### src/rtl/risc8_mem_arbiter.sv
// Arbitrates one single-port 8-bit memory between instruction fetch and data/stack
// accesses; one access outstanding, data priority with a fetch anti-starvation counter.
module risc8_mem_arbiter #(
    parameter int MEM_LAT    = 1,
    parameter int STARVE_MAX = 3
) (
    input  logic        clk,
    input  logic        rst,
    input  logic        if_req,
    input  logic [15:0] if_addr,
    output logic        if_gnt,
    output logic        if_rvalid,
    output logic [7:0]  if_rdata,
    input  logic        d_req,
    input  logic        d_we,
    input  logic [15:0] d_addr,
    input  logic [7:0]  d_wdata,
    output logic        d_gnt,
    output logic        d_rvalid,
    output logic [7:0]  d_rdata,
    output logic        mem_en,
    output logic        mem_we,
    output logic [15:0] mem_addr,
    output logic [7:0]  mem_wdata,
    input  logic [7:0]  mem_rdata,
    output logic        pc_halt
);

    typedef enum logic [1:0] {
        IDLE,
        ISSUE,
        WAIT
    } state_t;

    state_t      state, state_nxt;
    logic        own_fetch;
    logic [15:0] addr_q;
    logic        we_q;
    logic [7:0]  wdata_q;
    logic [1:0]  wait_cnt;
    logic [2:0]  starve_cnt;
    logic        fetch_pri;

    assign fetch_pri = (starve_cnt == 3'(STARVE_MAX));
    assign pc_halt   = if_req & ~if_gnt;

    always_comb begin
        state_nxt = state;
        if_gnt    = 1'b0;
        d_gnt     = 1'b0;
        if_rvalid = 1'b0;
        if_rdata  = '0;
        d_rvalid  = 1'b0;
        d_rdata   = '0;
        mem_en    = 1'b0;
        mem_we    = 1'b0;
        mem_addr  = '0;
        mem_wdata = '0;
        case (state)
            IDLE: begin
                if (d_req && !(if_req && fetch_pri)) begin
                    d_gnt = 1'b1;
                end else if (if_req) begin
                    if_gnt = 1'b1;
                end
                if (d_gnt || if_gnt) state_nxt = ISSUE;
            end
            ISSUE: begin
                mem_en    = 1'b1;
                mem_we    = we_q;
                mem_addr  = addr_q;
                mem_wdata = wdata_q;
                // Only data accesses can be writes, so a write completes on d_rvalid here.
                if (we_q) begin
                    d_rvalid  = 1'b1;
                    state_nxt = IDLE;
                end else begin
                    state_nxt = WAIT;
                end
            end
            WAIT: begin
                if (wait_cnt == 2'(MEM_LAT)) begin
                    state_nxt = IDLE;
                    if (own_fetch) begin
                        if_rvalid = 1'b1;
                        if_rdata  = mem_rdata;
                    end else begin
                        d_rvalid = 1'b1;
                        d_rdata  = mem_rdata;
                    end
                end
            end
            default: state_nxt = IDLE;
        endcase
        // Reset aborts any access in flight: no grant, strobe or late read data escapes.
        if (rst) begin
            state_nxt = IDLE;
            if_gnt    = 1'b0;
            d_gnt     = 1'b0;
            if_rvalid = 1'b0;
            if_rdata  = '0;
            d_rvalid  = 1'b0;
            d_rdata   = '0;
            mem_en    = 1'b0;
            mem_we    = 1'b0;
            mem_addr  = '0;
            mem_wdata = '0;
        end
    end

    always_ff @(posedge clk) begin
        if (rst) begin
            state      <= IDLE;
            own_fetch  <= 1'b0;
            addr_q     <= '0;
            we_q       <= 1'b0;
            wdata_q    <= '0;
            wait_cnt   <= '0;
            starve_cnt <= '0;
        end else begin
            state <= state_nxt;
            if (d_gnt) begin
                own_fetch <= 1'b0;
                addr_q    <= d_addr;
                we_q      <= d_we;
                wdata_q   <= d_wdata;
                if (!if_req) begin
                    starve_cnt <= '0;
                end else if (!fetch_pri) begin
                    starve_cnt <= starve_cnt + 3'd1;
                end
            end else if (if_gnt) begin
                own_fetch  <= 1'b1;
                addr_q     <= if_addr;
                we_q       <= 1'b0;
                wdata_q    <= '0;
                starve_cnt <= '0;
            end
            if (state == ISSUE) begin
                wait_cnt <= 2'd1;
            end else if (state == WAIT) begin
                wait_cnt <= wait_cnt + 2'd1;
            end
        end
    end

endmodule

### config.mk
export PLATFORM = sky130hd
export DESIGN_NAME = risc8_mem_arbiter
export DESIGN_NICKNAME = d
export VERILOG_FILES = /design/src/rtl/risc8_mem_arbiter.sv
export SDC_FILE = /design/constraint.sdc
export NUM_CORES = 1
export LEC_CHECK = 0
export BUFFER_PORTS_ARGS = -buffer_cell sky130_fd_sc_hd__buf_2
export CAP_MARGIN = 20
export CORE_MARGIN = 2
export CORE_UTILIZATION = 47
export CTS_CLUSTER_SIZE = 25
export DETAILED_ROUTE_END_ITERATION = 10
export GPL_TIMING_DRIVEN = 1
export PLACE_DENSITY = 0.84
export SYNTH_ARGS = -nofsm -noshare
export SYNTH_HDL_FRONTEND = slang
export SYNTH_SLANG_ARGS = --single-unit
### constraint.sdc
create_clock -name clk -period 2.25 [get_ports clk]
set_clock_uncertainty 0.05 [all_clocks]
set_input_delay 0.1125 -clock clk [delete_from_list [all_inputs] [get_ports clk]]
set_output_delay 0.1125 -clock clk [all_outputs]
set_load 0.01 [all_outputs]
## Word level (Yosys, flattened, before mapping)

Index checks and enable logic that the tools add are counted.

| cells by class | value |
|---|---|
| add/subtract/negate cells | 2 |
| multipliers | 0 |
| div/mod/pow operators | 0 |
| order comparisons | 0 |
| equality and inequality tests | 7 |
| shift-type cells | 0 |
| mux-type cells | 50 |
| bitwise operators | 2 |
| reduce and logical (&&, ||, !) cells | 11 |

Operators by type and width:

| operator | number |
|---|---|
| 8-bit 2-to-1 mux | 12 |
| 16-bit 2-to-1 mux | 4 |
| 1-bit 2-to-1 mux | 25 |
| 3-bit 2-to-1 mux | 4 |
| 2-bit 2-to-1 mux | 3 |
| 2-bit one-hot mux with 3 select lines | 1 |
| 2-bit by 1-bit equality test with 1-bit output, second input constant | 2 |
| 2-bit inequality test, second input constant | 2 |
| 2-bit AND reduction | 2 |
| 2-bit nonzero test | 2 |
| 2-bit OR reduction | 2 |
| 3-bit by 1-bit adder with 3-bit output, second input constant | 1 |
| 3-bit by 2-bit equality test with 1-bit output, second input constant | 1 |
| 3-bit inequality test, second input constant | 1 |
| 2-bit by 1-bit adder with 2-bit output, second input constant | 1 |
| 2-bit equality test, second input constant | 1 |
| 1-bit logical AND | 2 |
| 2-bit zero test | 1 |
| 1-bit one-hot mux with 2 select lines | 1 |
| 1-bit AND | 1 |
| 1-bit zero test | 1 |
| 1-bit logical OR | 1 |
| 1-bit inverter | 1 |

| storage, ports and cells | value |
|---|---|
| register bits after elaboration | 33 |
| latch bits | 0 |
| memory bits (writable) | 0 |
| memory bits (read-only) | 0 |
| input port bits | 53 |
| output and inout bits | 47 |
| word-level logic and storage cells | 80 |
| memories | 0 |

## Longest topological paths before layout

Gate-level depths: netlist of the first run.

| depth | value |
|---|---|
| depth in word-level cells | 10 |
| gate-level depth with buffers | 7 |
| mapped depth without buffers | 6 |

## Least setup slack after synthesis of the first run

Ideal clock, no wire load.

| timing | value |
|---|---|
| path kind | register to output |
| from | register state[0] |
| to | output pc_halt |
| arrival time | 1.341 ns |
| required time | 2.088 ns |
| setup slack | 0.746 ns |
| cell stages (with the launch flop) | 7 |
| path buffers | 1 |
| cell sequence | dfxtp_1 inv_1 ha_1 and3b_1 buf_4 and2_1 nor2b_1 |

| on the way | value |
|---|---|
| longest elaborated chain between the ends | 5 |

RTL lines:

| what | RTL line | source |
|---|---|---|
| start, declared | 35 | `state_t state, state_nxt;` |
| start signal, assigned | 121 | `state <= state_nxt;` |
| 2-bit zero test | 59 | `case (state)` |
| 1-bit 2-to-1 mux | 59 |  |
| 1-bit 2-to-1 mux | 96 | `if (rst) begin` |
| via if_gnt | 11 | `output logic if_gnt,` |
| 1-bit inverter | 45 | `assign pc_halt = if_req & ~if_gnt;` |
| 1-bit AND | 45 |  |
| end, declared | 26 | `output logic pc_halt` |

The timed path passes the listed nets, and every way through them passes these cells.

## Final worst setup path of the first run

| timing | value |
|---|---|
| from | register state[0] |
| to | output pc_halt |

| on the way | value |
|---|---|
| longest elaborated chain between the ends | 5 |

RTL lines:

| what | RTL line |
|---|---|
| 2-bit zero test | 59 |
| 1-bit 2-to-1 mux | 59 |
| 1-bit 2-to-1 mux | 96 |
| 1-bit inverter | 45 |
| 1-bit AND | 45 |

No other way between the ends.

==> run summary, run 1 <==
Run status: finished, violations left
Violated checks: negative hold slack
Area taken by flip-flops and latches: 661 um^2
Via count of the first global-routing pass: 1718
Type of element capturing the critical path: output pin
Number of antenna violations at the first check in global routing: 0
Mean Syn Cell Area: 8.52 um^2
Mapped Area: 1770 um^2
Num rows: 22
Max-slew headroom at the worst pin: 0.510
Post-synthesis register bit count: 33
Power density relative to cell area: 697 nW/um^2
CP required: 2.09 ns
Global-route wire length before repair: 7750 um
Lkg Pwr: 1.19 nW
Transition at the pin with the smallest max-transition slack: 0.733 ns
CP Launch Point: state[0]$_SDFFE_PP0P_
Average wire length per cell after detail routing: 13.6 um
Max Slew Vio Count: 0
Reg-to-reg setup timing slack: 0.47 ns
Critical-path maximum fanout: 9
H-Tree Level Count: 2
Setup WS pre-CTS: 0.525 ns
Hold violation count in the final report: 2
Post-layout worst setup margin: 0.196 ns
Number of cells in the finished layout apart from fillers: 354
Wirelength, routed: 4810 um
Total half-perimeter wirelength after legalization and detailed placement: 3450 um
Starting DRT DRC Count: 99
Crit path time final: 2.05 ns
Critical path endpoint: pc_halt
Capture point of the worst reg-to-reg path: addr_q[7]$_SDFFE_PP0P_
Drt via density: 5.33
Unrepaired setup endpoints after global routing: false
Global route overflow: 0
Final cycle utilization of the critical path: 0.913
Die outline width: 65.4 um
CTS Buf Count: 5
Filler instances: 324
# setup viols final: 0
Placed cells: 345
Relative contribution of combinational cells to total power: 0.249
Layout Area Growth over Synthesis: 36.4%
Cell internal pwr: 1.20 mW
Worst vdd rail ir drop: 0.412 mV
Clock-pin slew of the registers on the worst-case setup and hold paths: 0.07 ns
GRT Overall Usage: 0.228
Setup TNS: 0 ns
Post-synthesis sequential area ratio: 0.373
Buffer levels on the longest clock path: 2
Multi-input combinational cell area: 1000 um^2
Post-synthesis instance total: 208
Arrival time at the worst endpoint: 1.89 ns
Pre-Repair DR Iteration Count: 4
Synth warn: 0
Share of total power in the clock network: 0.341
Total die area: 4280 um^2
Number of sinks on the clock net: 33
Fraction of layout instances using a drive strength above 1: 0.382
Net total in the final layout: 364
Switching part of the total: 0.290
Final design utilization: 0.666
Largest net degree at the start of global routing: 28
Standard cell core area: 3630 um^2
Post-detailed-route DRC marker count: 0
Boundary Pins: 100
TritonCTS clock tree: done
Clock root buffer: sky130_fd_sc_hd__clkbuf_8
Peak clock frequency supported by timing: 487 MHz
Type of the worst setup path: flop to output pin
Starting Density: 0.488
Detailed-route via count: 1887
Number of antenna diodes: 0
IO buf count: 99
Die Height: 65.4 um
Reg power frac: 0.409
Path depth of the worst reg2reg path: 6
Routability cong.: 0.806
Net count after synthesis: 267
Antenna-violating nets left: 0
Source-to-sink clock delay at the later pin of the worst-skew pair: 0.28 ns
Count of max-cap constraint violations: 0
Post-route worst hold slack: -0.00322 ns
Class of the most critical hold timing path: input port to flop
Min-delay src: d_wdata[5]
Net switching power: 0.488 mW
Startpoint type of the worst setup path: flop
Source of the worst register-to-register timing path: state[0]$_SDFFE_PP0P_
Post-synthesis cell type count: 36
## stage by stage
step	hold WS, ns	area, um^2	total power, mW
2_1_floorplan	0.195	1770	0.974
3_3_place_gp	0.278	2290	1.10
3_5_place_dp	0.287	2290	1.12
4_1_cts	0.00238	2420	1.69
5_1_grt	0.00686	2420	1.77
6_report	-0.00322	2420	1.69
## power groups by stage
stage	combinational [mW]	sequential (mW)	clock (mW)
2_1_floorplan	0.283	0.691	0
3_3_place_gp	0.402	0.700	0
3_5_place_dp	0.413	0.702	0
4_1_cts	0.421	0.690	0.577
5_1_grt	0.466	0.700	0.603
6_report	0.420	0.690	0.575
## metal layers
layer | vias to the layer above | routed length [um] | track usage
met5 | - | 0 | 0
met1 | 859 | 2050 | 0.293
met3 | 2 | 468 | 0.0668
li1 | 933 | - | -
met2 | 93 | 2270 | 0.388
met4 | 0 | 15 | 0.0313
## logic make-up after synthesis
group           after synthesis  synth area share
simple gates                 89             0.297
compound gates               53             0.205
flops                        33             0.373
buf+inv                      23            0.0607
fa+ha+maj                     6            0.0423
mux                           4            0.0226
## layout by cell type, fill, tap and decap left out, types with 2 or more instances in the layout
cell | Yosys | layout
sky130_fd_sc_hd__inv_1 | 7 | 7
sky130_fd_sc_hd__ha_1 | 6 | 6
sky130_fd_sc_hd__nand3_1 | 25 | 25
sky130_fd_sc_hd__a211oi_1 | 4 | 4
sky130_fd_sc_hd__buf_4 | 4 | 6
sky130_fd_sc_hd__o21a_1 | 2 | 2
sky130_fd_sc_hd__nor3_1 | 4 | 4
sky130_fd_sc_hd__a22o_1 | 9 | 9
sky130_fd_sc_hd__buf_2 | 5 | 99
sky130_fd_sc_hd__nor2_1 | 4 | 4
sky130_fd_sc_hd__mux2i_1 | 4 | 4
sky130_fd_sc_hd__clkbuf_8 | 0 | 6
sky130_fd_sc_hd__o21ai_0 | 16 | 16
sky130_fd_sc_hd__dfxtp_1 | 33 | 33
sky130_fd_sc_hd__a21oi_1 | 2 | 2
sky130_fd_sc_hd__a31oi_1 | 13 | 13
sky130_fd_sc_hd__nand2b_1 | 2 | 2
sky130_fd_sc_hd__nor2b_1 | 3 | 3
sky130_fd_sc_hd__and2_1 | 42 | 42
## repair_timing
item,CTS,global route
buffers inserted,0,0
gates resized for setup,0,0
hold buffers,1,0
endpoints found under the hold margin,1,0
## synthesized netlist by cell type (all sizes together)
| master | number | area, um^2 |
|---|---|---|
| nor3b | 1 | 7.51 |
| a2111oi | 1 | 8.76 |
| a32oi | 1 | 8.76 |
| ha | 6 | 75.1 |
| a211oi | 4 | 30.0 |
| and4 | 1 | 8.76 |
| o21a | 2 | 15.0 |
| and4bb | 1 | 12.5 |
| a21bo | 1 | 10.0 |
| o2bb2ai | 1 | 8.76 |
| nand2b | 2 | 12.5 |
| nand2 | 2 | 10.0 |
| nand4b | 1 | 8.76 |
| or4 | 1 | 7.51 |
| nand3 | 25 | 125 |
| a31oi | 13 | 81.3 |
| nor2 | 4 | 15.0 |
| o211a | 1 | 10.0 |
| dfxtp | 33 | 661 |
| mux2i | 4 | 40.0 |
| a21oi | 2 | 10.0 |
| nor2b | 4 | 27.5 |
| and2 | 42 | 263 |
| inv | 7 | 26.3 |
| a22o | 9 | 78.8 |
| clkbuf | 6 | 22.5 |
| buf | 10 | 58.8 |
| o21ai | 16 | 80.1 |
| a21boi | 1 | 11.3 |
| a32o | 1 | 10.0 |
| and3b | 1 | 8.76 |
| nor3 | 4 | 20.0 |
## critical path, cell delays in order (launching register included)
cell,delay [ns]
sky130_fd_sc_hd__dfxtp_1,0.32
sky130_fd_sc_hd__inv_1,0.09
sky130_fd_sc_hd__ha_1,0.30
sky130_fd_sc_hd__and3b_1,0.47
sky130_fd_sc_hd__and2_1,0.23
sky130_fd_sc_hd__nor2b_1,0.05
sky130_fd_sc_hd__buf_2,0.14
## how the worst min path moves through the flow
stage | to | slack [ns] | cells past startpoint
after floorplan | wdata_q[0]$_SDFFE_PP0P_ | 0.20 | 1
after global placement | wdata_q[7]$_SDFFE_PP0P_ | 0.28 | 2
after detailed placement | wdata_q[5]$_SDFFE_PP0P_ | 0.29 | 2
after CTS | wdata_q[1]$_SDFFE_PP0P_ | 0.002 | 2
after global routing | wdata_q[2]$_SDFFE_PP0P_ | 0.007 | 2
final | wdata_q[5]$_SDFFE_PP0P_ | -0.003 | 2
## layout make-up
cell class                 instances  share of cell area
timing repair buffer             106               0.228
sequential                        33               0.273
clock buffer                       7              0.0357
multi-input combinational        152               0.415
inverter                           7              0.0109
clock inverter                     1              0.0124
tap                               48              0.0248
## flip-flops by register name, indices dropped and copies added, names as in the netlist
register / count
own_fetch: 1
starve_cnt: 3
state: 2
we_q: 1
wdata_q: 8
wait_cnt: 2
addr_q: 16
Power figures use the tool's default switching activity.
==> run 2, diff against run 1 <==
- ABC_AREA: unset -> 1
- CORE_UTILIZATION: 47 -> 49
- PLACE_DENSITY: 0.84 -> 0.86
==> run 2 against run 1 <==
Effect of this change:
- the run now ends clean
- total power is 19% higher
- sequential power increased by 9.0%
- count of clock-buffer cells in the layout down 1
- synthesized area is 9.3% higher
- worst hold slack better by 0.0083 ns
- highest routed layer unchanged
- maximum frequency up 1.4%
- largest power group is now combinational cells
- final cell count is 28% higher
- register-to-register slack got worse by 0.05 ns
- worst setup slack improved by 0.029 ns
- final area rose by 5.9%
- global-route usage fell by 0.18 points
==> run summary, run 2 <==
Run status: finished clean
Max-slew headroom at the worst pin: 0.615 (+0.105)
Post-detailed-route DRC marker count: 0 (unchanged)
Clock-pin slew of the registers on the worst-case setup and hold paths: 0.07 ns (about the same)
Setup TNS: 0 ns (unchanged)
Max FFs per register: 16 (unchanged)
Wirelength, routed: 4760 um (-1.1%)
Post-layout worst setup margin: 0.225 ns (+0.0287 ns)
Reg-to-reg setup timing slack: 0.42 ns (-0.05 ns)
Boundary Pins: 100 (unchanged)
Post-synthesis register bit count: 33 (unchanged)
Die Height: 66.9 um (+2.2%)
# setup viols final: 0 (unchanged)
Count of max-cap constraint violations: 0 (unchanged)
CTS Buf Count: 5 (unchanged)
Ys async rst share: 0 (unchanged)
Post-synthesis instance total: 304 (+46%)
Starting Density: 0.518 (+0.0298)
Critical-path maximum fanout: 16 (+7)
Average wire length per cell after detail routing: 10.5 um (-23%)
Capture point of the worst reg-to-reg path: addr_q[7]$_SDFFE_PP0P_
Class of the most critical hold timing path: input port to flop
Post-synthesis sequential area ratio: 0.341 (-0.0318)
Via count of the first global-routing pass: 1845 (+7.4%)
Synth top cells by count: sky130_fd_sc_hd__nor2_1 (89), sky130_fd_sc_hd__nand2_1 (67), sky130_fd_sc_hd__inv_1 (35)
Drt via density: 4.60 (-14%)
Num rows: 22 (unchanged)
Met2 wirelength from detailed routing: 2360 um (+4.0%)
TritonCTS clock tree: done
Synth warn: 0 (unchanged)
Routability cong.: 0.802 (-0.51%)
Unrepaired setup endpoints after global routing: false
Biggest register: addr_q
Placed cells: 439 (+27%)
Number of cells in the finished layout apart from fillers: 454 (+28%)
Yosys top cell area share: 0.341 (-0.0318)
Number of antenna violations at the first check in global routing: 0 (unchanged)
CP required: 2.09 ns (about the same)
Lkg Pwr: 1.40 nW (+18%)
Largest registers ranked by flip-flop count: addr_q (16), wdata_q (8), starve_cnt (3)
Leading cell types in the layout, fill and taps excluded: sky130_fd_sc_hd__buf_2 (99), sky130_fd_sc_hd__nor2_1 (89), sky130_fd_sc_hd__nand2_1 (67), sky130_fd_sc_hd__inv_1 (35), sky130_fd_sc_hd__dfxtp_1 (33)
Final cycle utilization of the critical path: 0.900 (-0.0127)
Net count after synthesis: 363 (+36%)
Global-route wire length before repair: 7690 um (-0.80%)
Critical path endpoint: d_gnt
GRT Overall Usage: 0.226 (-0.00175)
Net total in the final layout: 464 (+27%)
Path depth of the worst reg2reg path: 8 (+2)
Total half-perimeter wirelength after legalization and detailed placement: 3550 um (+2.8%)
Largest area contributor in the synthesized netlist: sky130_fd_sc_hd__dfxtp_1
Filler instances: 335 (+3.4%)
Layout Area Growth over Synthesis: 32.2%
H-Tree Level Count: 2 (unchanged)
Top_reg_cell synth: sky130_fd_sc_hd__dfxtp_1
Worst vdd rail ir drop: 0.556 mV (+35%)
Source-to-sink clock delay at the later pin of the worst-skew pair: 0.29 ns (about the same)
Largest net degree at the start of global routing: 28 (unchanged)
Transition at the pin with the smallest max-transition slack: 0.578 ns (-0.155 ns)
Met3 Routed Length: 295 um (-37%)
Peak clock frequency supported by timing: 494 MHz (+1.4%)
Global route overflow: 0 (unchanged)
CP Launch Point: starve_cnt[0]$_SDFFE_PP0P_
IO buf count: 99 (unchanged)
Cell with the most instances after synthesis: sky130_fd_sc_hd__nor2_1
Mapped Area: 1940 um^2 (+9.3%)
Type of the worst setup path: flop to output pin
Hold violation count in the final report: 0 (-2)
Fraction of layout instances using a drive strength above 1: 0.298 (-0.0843)
Max Slew Vio Count: 0 (unchanged)
Power density relative to cell area: 785 nW/um^2 (+13%)
Startpoint type of the worst setup path: flop
Setup WS pre-CTS: 0.436 ns (-0.0890 ns)
Crit path time final: 2.03 ns (-0.0287 ns)
Pre-Repair DR Iteration Count: 4 (unchanged)
Die outline width: 66.9 um (+2.2%)
Number of synthesized flops with an enable pin: 0 (unchanged)
Most frequent standard cell in the layout excluding fill and tap cells: sky130_fd_sc_hd__buf_2
Starting DRT DRC Count: 85 (-14%)
Post-synthesis cell type count: 25 (-31%)
Biggest area contributors in the synthesized netlist: sky130_fd_sc_hd__dfxtp_1 (34%), sky130_fd_sc_hd__nor2_1 (17%), sky130_fd_sc_hd__nand2_1 (13%)
Number of antenna diodes: 0 (unchanged)
Setup fix buffers added after clock tree synthesis: 0 (unchanged)
Antenna-violating nets left: 0 (unchanged)
Uppermost metal layer occupied by signal nets: met4
Mean Syn Cell Area: 6.38 um^2 (-25%)
Number of sinks on the clock net: 33 (unchanged)
Placed cell area: 2410 um^2 (+5.1%)
Standard cell core area: 3740 um^2 (+3.0%)
Post-route design area: 2560 um^2 (+5.9%)
Arrival time at the worst endpoint: 1.86 ns (-0.03 ns)
Clock root buffer: sky130_fd_sc_hd__clkbuf_8
Met1 layer wirelength in the final routing: 2050 um (about the same)
Source of the worst register-to-register timing path: starve_cnt[0]$_SDFFE_PP0P_
Detailed-route via count: 2089 (+11%)
Total die area: 4470 um^2 (+4.5%)
Type of element capturing the critical path: output pin
Buffer levels on the longest clock path: 2 (unchanged)
## run 2: final cells by class
type / count / area (um^2) / area share
Tap cell: 48 / 60.1 / 0.0234
Clock buffer: 6 / 72.6 / 0.0283
Inverter: 37 / 144 / 0.0562
Multi-Input combinational cell: 219 / 1030 / 0.401
Clock inverter: 2 / 10.0 / 0.00391
Timing Repair Buffer: 109 / 588 / 0.229
Sequential cell: 33 / 661 / 0.258
## run 2: worst min-delay path by stage
stage | from | to | slack [ns] | cells after the start
final | d_wdata[5] | wdata_q[5]$_SDFFE_PP0P_ | 0.005 | 3
after global routing | d_wdata[6] | wdata_q[6]$_SDFFE_PP0P_ | 0.03 | 3
after floorplan | d_wdata[0] | wdata_q[0]$_SDFFE_PP0P_ | 0.18 | 2
after CTS | d_wdata[5] | wdata_q[5]$_SDFFE_PP0P_ | 0.006 | 3
after detailed placement | d_we | we_q$_SDFFE_PP0P_ | 0.27 | 3
after global placement | d_wdata[7] | wdata_q[7]$_SDFFE_PP0P_ | 0.27 | 3
## run 2: cell families (layout without fill, tap and decap cells)
| kind of cell | count (synthesis) | in the layout | synth area share |
|---|---|---|---|
| DFF | 33 | 33 | 0.341 |
| AOI/OAI and AO/OA | 26 | 26 | 0.0762 |
| adders and majority gates | 6 | 6 | 0.0387 |
| and+or+nand+nor | 187 | 187 | 0.415 |
| buffers and inverters | 52 | 154 | 0.129 |
## run 2: timing repair
item | 4_1_cts | 5_1_grt
resized for setup | 0 | 0
hold endpoints to repair | 7 | 0
hold buffers | 7 | 0
## run 2: where the power goes
group	total [mW]	internal, mW	switching (mW)	leakage (nW)
Sequential	0.752	0.702	0.0501	0.270
Combinational	0.829	0.301	0.528	1.08
Clock	0.430	0.214	0.216	0.0450
## run 2: metrics by stage
stage                util  power, mW  hold slack, ns
finish              0.684       2.01         0.00509
floorplan               -       1.40           0.175
global route        0.684       2.17          0.0265
detailed placement  0.644       1.58           0.269
CTS                 0.684       2.02         0.00646
global placement    0.644       1.56           0.270
## run 2: critical path: stages (launching register included)
cell                      delay [ns]
sky130_fd_sc_hd__dfxtp_1        0.33
sky130_fd_sc_hd__ha_1           0.20
sky130_fd_sc_hd__ha_1           0.18
sky130_fd_sc_hd__nand2_2        0.10
sky130_fd_sc_hd__nand2_4        0.14
sky130_fd_sc_hd__nor2_4         0.21
sky130_fd_sc_hd__buf_4          0.24
sky130_fd_sc_hd__buf_2          0.16
## run 2: per-layer routing
metal / vias up / track usage
li1: 1120 / -
met1: 908 / 0.243
met2: 56 / 0.415
met3: 5 / 0.0794
met4: 0 / 0.0612
met5: - / 0
==> run 3, diff against run 2 <==
- RECOVER_POWER: unset -> 25
==> run 3 against run 2 <==
Effect of this change:
- sequential power is essentially flat
- critical path depth is the same
- global-route usage is the same
- final cell count is the same
- register-to-register slack lost 0.04 ns
- highest routed layer unchanged
- sequential share of layout area grew 0.16 points
- wire length is the same
- count of clock-buffer cells in the layout is the same
- via count grew 0.34%
- first-iteration DRC count grew 47%
- worst setup slack lost 0.034 ns
==> run summary, run 3 (synthesis gave the netlist of run 2 again) <==
Run status: finished clean
CP required: 2.09 ns (about the same)
Largest net degree at the start of global routing: 28 (unchanged)
Starting Density: 0.518 (unchanged)
Final cycle utilization of the critical path: 0.915 (+0.0152)
Number of cells in the finished layout apart from fillers: 454 (unchanged)
Filler instances: 342 (+2.1%)
Fraction of layout instances using a drive strength above 1: 0.268 (-0.0296)
Post-route design area: 2550 um^2 (-0.63%)
Average wire length per cell after detail routing: 10.5 um (unchanged)
Number of antenna diodes: 0 (unchanged)
Total die area: 4470 um^2 (unchanged)
Boundary Pins: 100 (unchanged)
Unrepaired setup endpoints after global routing: false
Startpoint type of the worst setup path: flop
Starting DRT DRC Count: 125 (+47%)
TritonCTS clock tree: done
Via count of the first global-routing pass: 1845 (unchanged)
Class of the most critical hold timing path: input port to flop
Transition at the pin with the smallest max-transition slack: 0.582 ns (+0.00414 ns)
Min-delay src: d_wdata[5]
Detailed-route via count: 2096 (+0.34%)
Total half-perimeter wirelength after legalization and detailed placement: 3550 um (unchanged)
Clock root buffer: sky130_fd_sc_hd__clkbuf_8
Max FFs per register: 16 (unchanged)
Routability cong.: 0.802 (unchanged)
Hold violation count in the final report: 0 (unchanged)
Global-route wire length before repair: 7690 um (unchanged)
Global-route met1 utilization: 0.243 (unchanged)
Antenna-violating nets left: 0 (unchanged)
Type of element capturing the critical path: output pin
Crit path time final: 2.06 ns (+0.0343 ns)
IO buf count: 99 (unchanged)
Clock-pin slew of the registers on the worst-case setup and hold paths: 0.07 ns (about the same)
Drt via density: 4.62 (+0.34%)
H-Tree Level Count: 2 (unchanged)
Count of max-cap constraint violations: 0 (unchanged)
GRT Overall Usage: 0.226 (unchanged)
Lkg Pwr: 1.35 nW (-3.5%)
Critical-path maximum fanout: 16 (unchanged)
Max Slew Vio Count: 0 (unchanged)
Die Height: 66.9 um (unchanged)
Standard cell core area: 3740 um^2 (unchanged)
Peak clock frequency supported by timing: 486 MHz (-1.7%)
Net total in the final layout: 464 (unchanged)
Power density relative to cell area: 788 nW/um^2 (+0.47%)
Global route overflow: 0 (unchanged)
Wirelength, routed: 4760 um (unchanged)
CP Launch Point: starve_cnt[0]$_SDFFE_PP0P_
Placed cells: 439 (unchanged)
Num rows: 22 (unchanged)
Leading cell types in the layout, fill and taps excluded: sky130_fd_sc_hd__nor2_1 (89), sky130_fd_sc_hd__buf_2 (88), sky130_fd_sc_hd__nand2_1 (68), sky130_fd_sc_hd__inv_1 (35), sky130_fd_sc_hd__dfxtp_1 (33)
Number of antenna violations at the first check in global routing: 0 (unchanged)
Met2 usage in global routing: 0.415 (unchanged)
Arrival time at the worst endpoint: 1.90 ns (+0.04 ns)
Number of sinks on the clock net: 33 (unchanged)
# setup viols final: 0 (unchanged)
Setup TNS: 0 ns (unchanged)
Die outline width: 66.9 um (unchanged)
Post-CTS sizing: 0 (unchanged)
Most frequent standard cell in the layout excluding fill and tap cells: sky130_fd_sc_hd__nor2_1
Setup WS pre-CTS: 0.436 ns (unchanged)
Max-slew headroom at the worst pin: 0.612 (-0.00276)
Met3 usage in global routing: 0.0794 (unchanged)
Post-route total power: 2.01 mW (-0.17%)
Worst vdd rail ir drop: 0.553 mV (-0.44%)
Source of the worst register-to-register timing path: starve_cnt[0]$_SDFFE_PP0P_
Type of the worst setup path: flop to output pin
Buffer levels on the longest clock path: 2 (unchanged)
CTS Buf Count: 5 (unchanged)
Biggest register: addr_q
Pre-Repair DR Iteration Count: 4 (unchanged)
Source-to-sink clock delay at the later pin of the worst-skew pair: 0.29 ns (about the same)
Post-layout worst setup margin: 0.190 ns (-0.0343 ns)
Post-detailed-route DRC marker count: 0 (unchanged)
Placed cell area: 2410 um^2 (unchanged)
Layout Area Growth over Synthesis: 31.4%
Largest registers ranked by flip-flop count: addr_q (16), wdata_q (8), starve_cnt (3)
Gr busiest metal: met2
-- run 3: cell count changes in the layout (fill, tap and decap cells not counted) --
| cell | previous run | this run |
|---|---|---|
| sky130_fd_sc_hd__clkbuf_1 | 1 | 12 |
| sky130_fd_sc_hd__nand2_1 | 67 | 68 |
| sky130_fd_sc_hd__nand2_2 | 1 | 0 |
| sky130_fd_sc_hd__buf_2 | 99 | 88 |
-- run 3: layer usage --
layer / share of wire / wire [um]
met3: 0.062 / 295
met1: 0.43 / 2050
met4: 0.010 / 48
met2: 0.50 / 2360
met5: 0 / 0
-- run 3: worst paths after layout --
path / endpoint / slack (ns) / cells past startpoint
max reg2reg: addr_q[7]$_SDFFE_PP0P_ / 0.38 / 8
min: wdata_q[5]$_SDFFE_PP0P_ / 0.006 / 3
max: d_gnt / 0.19 / 7
min reg2reg: starve_cnt[2]$_SDFFE_PP0P_ / 0.42 / 2
-- run 3: layout make-up --
type,instances,area (um^2),area share
Tap cell,48,60.1,0.0236
Sequential cell,33,661,0.259
Multi-Input combinational cell,219,1020,0.402
Clock inverter,2,10.0,0.00393
Clock buffer,6,72.6,0.0285
Timing Repair Buffer,109,574,0.226
Inverter,37,144,0.0565
-- run 3: worst max-delay path, cell delays in order, from the launching register on --
cell                      delay [ns]
sky130_fd_sc_hd__dfxtp_1        0.33
sky130_fd_sc_hd__ha_1           0.20
sky130_fd_sc_hd__ha_1           0.17
sky130_fd_sc_hd__nand2_1        0.13
sky130_fd_sc_hd__nand2_4        0.15
sky130_fd_sc_hd__nor2_4         0.21
sky130_fd_sc_hd__buf_4          0.24
sky130_fd_sc_hd__buf_2          0.16
-- run 3: where the power goes --
part	total [mW]	switching [mW]	internal (mW)
logic	0.827	0.530	0.297
clock network	0.428	0.214	0.214
registers	0.752	0.0502	0.702
-- run 3: per-stage QoR --
step / utilization / hold WS, ns
after floorplan: - / 0.175
after global placement: 0.644 / 0.270
after detailed placement: 0.644 / 0.269
after CTS: 0.684 / 0.00646
after global routing: 0.680 / 0.0265
final: 0.680 / 0.00594
-- run 3: what timing repair did --
item | CTS | global route
setup buffers | 0 | 0
endpoints found under the hold margin | 7 | 0
hold buffers | 7 | 0
